`config.mk`:
```
export PLATFORM = sky130hd
export DESIGN_NAME = output_capture_buffer
export DESIGN_NICKNAME = d
export VERILOG_FILES = /design/src/rtl/output_capture_buffer.sv
export SDC_FILE = /design/constraint.sdc
export NUM_CORES = 1
export LEC_CHECK = 0
export CORE_MARGIN = 1
export CORE_UTILIZATION = 42
export CTS_CLUSTER_DIAMETER = 200
export DETAILED_ROUTE_END_ITERATION = 12
export PLACE_DENSITY = 0.63
export SKIP_LAST_GASP = 1
export SLEW_MARGIN = 20
export SYNTH_ARGS = -nofsm -noshare
export SYNTH_HDL_FRONTEND = slang
export SYNTH_SLANG_ARGS = --single-unit
```
`constraint.sdc`:
```
create_clock -name clk -period 11.6 [get_ports clk]
set_input_delay 1.16 -clock clk [delete_from_list [all_inputs] [get_ports clk]]
set_output_delay 1.16 -clock clk [all_outputs]
set_load 0.03 [all_outputs]
```
`src/rtl/output_capture_buffer.sv`:
```
// Captures one accelerator job's result stream into a show-ahead FIFO and drains it over valid/ready.
// Define OUTPUT_CAPTURE_CHECKSUM_EN to add an XOR checksum of every captured word.
module output_capture_buffer #(
   parameter int DATA_W = 64,
   parameter int DEPTH  = 16,
   parameter int CNT_W  = 16
) (
   input  logic              clk,
   input  logic              rst,
   input  logic [DATA_W-1:0] in_data,
   input  logic              in_valid,
   input  logic              start,
   input  logic              running,
   output logic [DATA_W-1:0] out_data,
   output logic              out_valid,
   input  logic              out_ready,
   output logic [CNT_W-1:0]  word_count,
   output logic              overflow,
   output logic              done,
`ifdef OUTPUT_CAPTURE_CHECKSUM_EN
   output logic [DATA_W-1:0] checksum,
`endif
   output logic              busy
);

   localparam int AW = $clog2(DEPTH);

   typedef enum logic [1:0] {IDLE, CAPTURE, DRAIN, DONE} state_t;

   state_t            r_state;
   state_t            w_nextState;
   logic [AW:0]       r_wrPtr;
   logic [AW:0]       r_rdPtr;
   logic [DATA_W-1:0] r_mem [DEPTH];
   logic              r_runPrev;
   logic [CNT_W-1:0]  r_wordCount;
   logic              r_overflow;

   logic w_empty;
   logic w_full;
   logic w_pop;
   logic w_pushReq;
   logic w_push;
   logic w_drop;
   logic w_runFall;
   logic w_accept;

   assign w_empty   = (r_wrPtr == r_rdPtr);
   assign w_full    = (r_wrPtr[AW] != r_rdPtr[AW]) && (r_wrPtr[AW-1:0] == r_rdPtr[AW-1:0]);
   assign w_pop     = !w_empty && out_ready;
   assign w_pushReq = (r_state == CAPTURE) && in_valid;
   // A full FIFO still takes a word when the head leaves in the same cycle.
   assign w_push    = w_pushReq && (!w_full || w_pop);
   assign w_drop    = w_pushReq && w_full && !w_pop;
   assign w_runFall = r_runPrev && !running;
   assign w_accept  = (r_state == IDLE) && start;

   always_comb begin
      w_nextState = r_state;
      case (r_state)
         IDLE:    if (start) w_nextState = CAPTURE;
         CAPTURE: if (w_runFall) w_nextState = DRAIN;
         DRAIN:   if (w_empty && !w_push) w_nextState = DONE;
         DONE:    w_nextState = IDLE;
         default: w_nextState = IDLE;
      endcase
   end

   always_ff @(posedge clk) begin
      if (rst) begin
         r_state     <= IDLE;
         r_wrPtr     <= '0;
         r_rdPtr     <= '0;
         r_runPrev   <= 1'b0;
         r_wordCount <= '0;
         r_overflow  <= 1'b0;
      end else begin
         r_state   <= w_nextState;
         r_runPrev <= running;
         if (w_push) r_wrPtr <= r_wrPtr + (AW+1)'(1);
         if (w_pop)  r_rdPtr <= r_rdPtr + (AW+1)'(1);
         if (w_accept) begin
            r_wordCount <= '0;
            r_overflow  <= 1'b0;
         end else begin
            if (w_push && (r_wordCount != '1)) r_wordCount <= r_wordCount + CNT_W'(1);
            if (w_drop) r_overflow <= 1'b1;
         end
      end
   end

   // Storage needs no reset: the pointers alone decide what is valid.
   always_ff @(posedge clk) begin
      if (w_push) r_mem[r_wrPtr[AW-1:0]] <= in_data;
   end

`ifdef OUTPUT_CAPTURE_CHECKSUM_EN
   logic [DATA_W-1:0] r_checksum;

   always_ff @(posedge clk) begin
      if (rst) begin
         r_checksum <= '0;
      end else if (w_accept) begin
         r_checksum <= '0;
      end else if (w_push) begin
         r_checksum <= r_checksum ^ in_data;
      end
   end

   assign checksum = r_checksum;
`endif

   assign out_valid  = !w_empty;
   assign out_data   = w_empty ? '0 : r_mem[r_rdPtr[AW-1:0]];
   assign word_count = r_wordCount;
   assign overflow   = r_overflow;
   assign done       = (r_state == DONE);
   assign busy       = (r_state != IDLE);

endmodule

```
# == Word-level counts from Yosys, hierarchy flattened ==
# Memories as Yosys holds them, arrays and structs flattened. A register that Yosys moved wholly into a read port is not among the register bits.
# Cells that the tools add are included.
# op_classes
addsub,3
n_mul,0
n_div,0
magnitude_cmp,0
eq_ne,10
n_shift,0
muxes,9
n_bitwise,0
n_reduce_logical,20
# ops
op,count
$mux W64,1
$add A16 B1 Y16 const B,1
$ne A16 B16 Y1 const B,1
$add A5 B1 Y5 const B,2
$logic_and A1 B1 Y1,10
$mux W4,2
$pmux W2 S4,1
$mux W2,3
$ne A2 B2 Y1 const B,3
$eq A5 B5 Y1,1
$logic_not A1 Y1,5
$eq A2 B2 Y1 const B,2
$eq A4 B4 Y1,1
$reduce_and A3 Y1,1
$eq A2 B1 Y1 const B,1
$logic_not A2 Y1,1
$mux W1,2
$reduce_bool A2 Y1,1
$reduce_or A2 Y1,1
$logic_or A1 B1 Y1,1
$ne A1 B1 Y1,1
# totals
register_bits,30
latch_bits,0
ram_bits,1024
mem_bits_ro,0
input_bits,70
out_inout_bits,84
elab_cells,49
memories,1
# mem_list
name,words,width,read_ports,rd_ports_with_merged_regs,write_ports,line,source
r_mem,16,64,1,1,1,34,logic [DATA_W-1:0] r_mem [DEPTH];

# == Depth between registers and ports, before layout ==
# depth
word_depth,9
ltp_mapped,8
mapped_depth_nobuf,7

# == Worst setup path before layout ==
# Ideal clock, no wire load.
# synth_timing
path_kind,in2reg
from,input in_valid
to,"memory r_mem[3][0], enable pin"
setup_ns,0.565
arrival_ns,6.073
required_time_ns,11.035
slack_ns,4.962
cell_stages,4
n_path_buf,1
path_cell_list,nand2_1 clkbuf_1 a211o_1 nor3_1
# synth_via
elab_chain_cells,4
# synth_rtl
item,line,source
from (decl),11,"input logic in_valid,"
$logic_and A1 B1 Y1,51,assign w_pushReq = (r_state == CAPTURE) && in_valid;
$logic_and A1 B1 Y1,53,assign w_push = w_pushReq && (!w_full || w_pop);
$mux W1,94,if (w_push) r_mem[r_wrPtr[AW-1:0]] <= in_data;
$mux W1 (not written as such),94,
to (decl),34,
# No other way between the ends.

==> results.yml <==
clock_network:
  clk_pin_slew_ns: 0.06
  clk_latency_ns: 0.68
  clockBufferDepth: 3
  post_cts_resized: 0
  cts_tree: "yes"
  cts_made_buffers: 106
  clockRootBuffer: "clkbuf_16"
  postCtsSetupRepairBufs: 0
  hold_buffers: 0
  cts.sinks: 1058
  htreeDepth: 3
sta:
  slew_violations: 0
  rsz0062_at_grt: "no"
  clock.fmax_ghz: 0.167
  slew_headroom_pct: 26.4
  setup_tns_ns: 0
  period_needed_ns: 6.00
  min_period_over_period_pct: 51.7
  tightest_slew_ns: 1.10
  setup_viol: 0
  fin_skew_ns: 0.0397
  hold_viol: 0
floorplanning:
  dieArea_um2: 96800
  die_x_um: 311
  die_h_um: 311
  design.core.area_um2: 94900
  rows: 113
  io_pins: 154
  start_util_pct: 42.3
final_layout:
  fillers: 7545
  syn_to_final_growth_pct: 15.9
  final_core_util_pct: 49.1
  multi_input_area_um2: 8360
  fin_nets: 2065
  drive_above_1_share_pct: 22.2
  stdcell_area_um2: 46500
  seq_area_um2: 31400
power:
  powerDensity_nw_per_um2: 201
  swShare_pct: 26.3
  p_switching_mw: 2.46
  internal-power_mw: 6.90
  p_seq_share_pct: 46.2
  ir_drop_v: 0.000159
  combinationalPowerShare_pct: 19.3
  clkPwrFrac_pct: 34.6
  p_leak_nw: 14.0
yosys:
  synthTopCellsByArea: "edfxtp_1 77%, mux4_2 14%, a22oi_1 2.4%"
  netlist_area_um2: 40200
  netlist_instances: 1794
  synth-edff-count: 1024
  synth_common_cells: "1024 x edfxtp_1, 256 x mux4_2, 128 x a22oi_1"
  synth.distinct_cells: 47
  yosysTopAreaCellShare_pct: 76.6
  yosys.area.top_type: "edfxtp_1"
  synth-main-ff-cell: "edfxtp_1"
  syn-num-nets: 1875
  ys_seq_elements: 1058
  syn_avg_cell_area_um2: 22.4
  post-synth-top-count-cell: "edfxtp_1"
  yosysSeqAreaShare_pct: 78.3
  async_reset_ff_share_pct: 0
  yosys_warnings: 0
route:
  drt-initial-drc-count: 1742
  wirelength_mm: 92.5
  postRouteAntennaNets: 0
  firstDrtPassIters: 6
  drc: 0
  routed_via_density: 5.75
  wl_per_cell_um: 27.7
  vias: 19143
hold_path:
  hold_end: "word_count[8]$_SDFFE_PP0P_"
  hp-start: "word_count[8]$_SDFFE_PP0P_"
  hp-class: "reg -> reg"
  whs_path_depth: 2
place:
  post_dp_cell_area_um2: 43200
  gp_congestion: 0.742
  portBuffers: 153
  hpwlAfterDp_mm: 46.0
critical_path:
  arrival_ns: 4.84
  r2r-start: "r_wrPtr[2]$_SDFFE_PP0P_"
  cp_data_required_time_ns: 10.44
  cp_top_family: "buffers and inverters"
  regToRegEndpoint: "r_mem[5][17]$_DFFE_PP_"
  crit_type: "reg -> out"
  crit_chain: "buf_12 > buf_4 > mux4_2 > a22oi_1 > a21oi_1 > clkdlybuf4s50_1"
  path_buf_inv: 3
  path_max_fanout: 162
  r2r_setup_slack_ns: 8.01
  crit_cells: 6
  worstRegToRegCells: 6
  critPathLaunchType: "register"
  cp_slowest_stage_delay_ns: 0.83
  critPathCaptureType: "primary output"
  cp_slowest_cell: "buf_4"
job:
  cap_violations: 0
status:
  status: "complete, no violations"
grt:
  met2_usage_pct: 31.6
  grt_max_degree: 163
  grt_pass1_wl_mm: 136
  grt_pass1_vias: 20285
  top_usage_layer: "met2"
  antenna_found_initial: 10
  use_met1_pct: 26.1
  grt.overflow.total: 0
  grt_use_met3_pct: 4.21
  grt_use_total_pct: 19.2
area by class of cell:
type,count,area share (%)
Antenna cell,1,0.00538
Clock buffer,124,5.94
Clock inverter,66,1.16
Inverter,9,0.0726
Multi-Input combinational cell,624,18.0
Sequential cell,1058,67.6
Tap cell,1265,3.40
Timing Repair Buffer,185,3.91
logic make-up (layout without fill, tap and decap cells):
| logic type | count (synthesis) | in the layout | synth area share [%] |
|---|---|---|---|
| other | 0 | 1 | 0 |
| buffers and inverters | 112 | 384 | 1.20 |
| adders and majority gates | 11 | 11 | 0.343 |
| muxes | 259 | 259 | 14.4 |
| AOI/OAI and AO/OA | 236 | 236 | 3.90 |
| DFF | 1058 | 1058 | 78.3 |
| xor gates and xnor gates | 17 | 17 | 0.455 |
| and+or+nand+nor | 101 | 101 | 1.40 |
power groups by stage:
stage                     registers, mW  logic [mW]  clock network, mW
after global placement             4.40        1.81                  0
after CTS                          4.33        1.83               3.30
final                              4.32        1.80               3.24
after detailed placement           4.41        1.82                  0
after global routing               4.33        1.92               3.44
after floorplan                    4.36        1.25                  0
worst min-delay path: stages, from the launching register on:
cell	delay, ns
dfxtp_1	0.34
nand2_1	0.06
mux2i_1	0.06
registers in the layout, indices dropped and copies added, names as in the netlist, named ones only:
name / count
word_count: 16
r_state: 2
r_rdPtr: 5
overflow: 1
r_runPrev: 1
r_mem: 1024
r_wrPtr: 5
cells in the final DEF (no fill, tap or decap), drive strengths merged, types with 5 or more instances in the layout:
master	netlist	final
inv	9	11
a21oi	82	82
mux4	256	256
clkdlybuf4s50	0	153
xor2	5	5
bufinv	0	6
nand2	14	14
or3	5	5
o21ai	8	8
nor2	21	21
nor2b	7	7
nand3	9	9
edfxtp	1024	1024
clkinv	0	54
ha	11	11
and2	7	7
xnor2	12	12
and3	16	16
a22oi	128	128
nand4	10	10
buf	50	32
dfxtp	34	34
clkbuf	53	124
metrics by stage:
stage               hold WS [ns]  total power [mW]  instances  setup slack, ns
floorplan                  0.506              5.61       1794             4.96
global placement           0.481              6.21       3140             5.90
detailed placement         0.493              6.23       3140             5.86
CTS                        0.511              9.46       3330             5.16
global route               0.560              9.70       3332             5.22
finish                     0.511              9.36       3332             5.60
how the worst max path moves through the flow:
stage / start / to / slack (ns)
finish: register / out_data[55] / 5.60
global route: register / out_data[35] / 5.22
CTS: register / out_data[35] / 5.16
detailed placement: register / out_data[35] / 5.86
global placement: register / out_data[35] / 5.90
floorplan: in_valid / r_mem[3][0]$_DFFE_PP_ / 4.96
per-layer routing:
metal	vias up	routed length, um	share of wire, %
li1	8053	-	-
met1	10257	38500	42
met2	679	45700	49
met3	138	6420	6.9
met4	16	1740	1.9
met5	-	102	0.11
No activity file was read; power rests on OpenSTA's default activity.
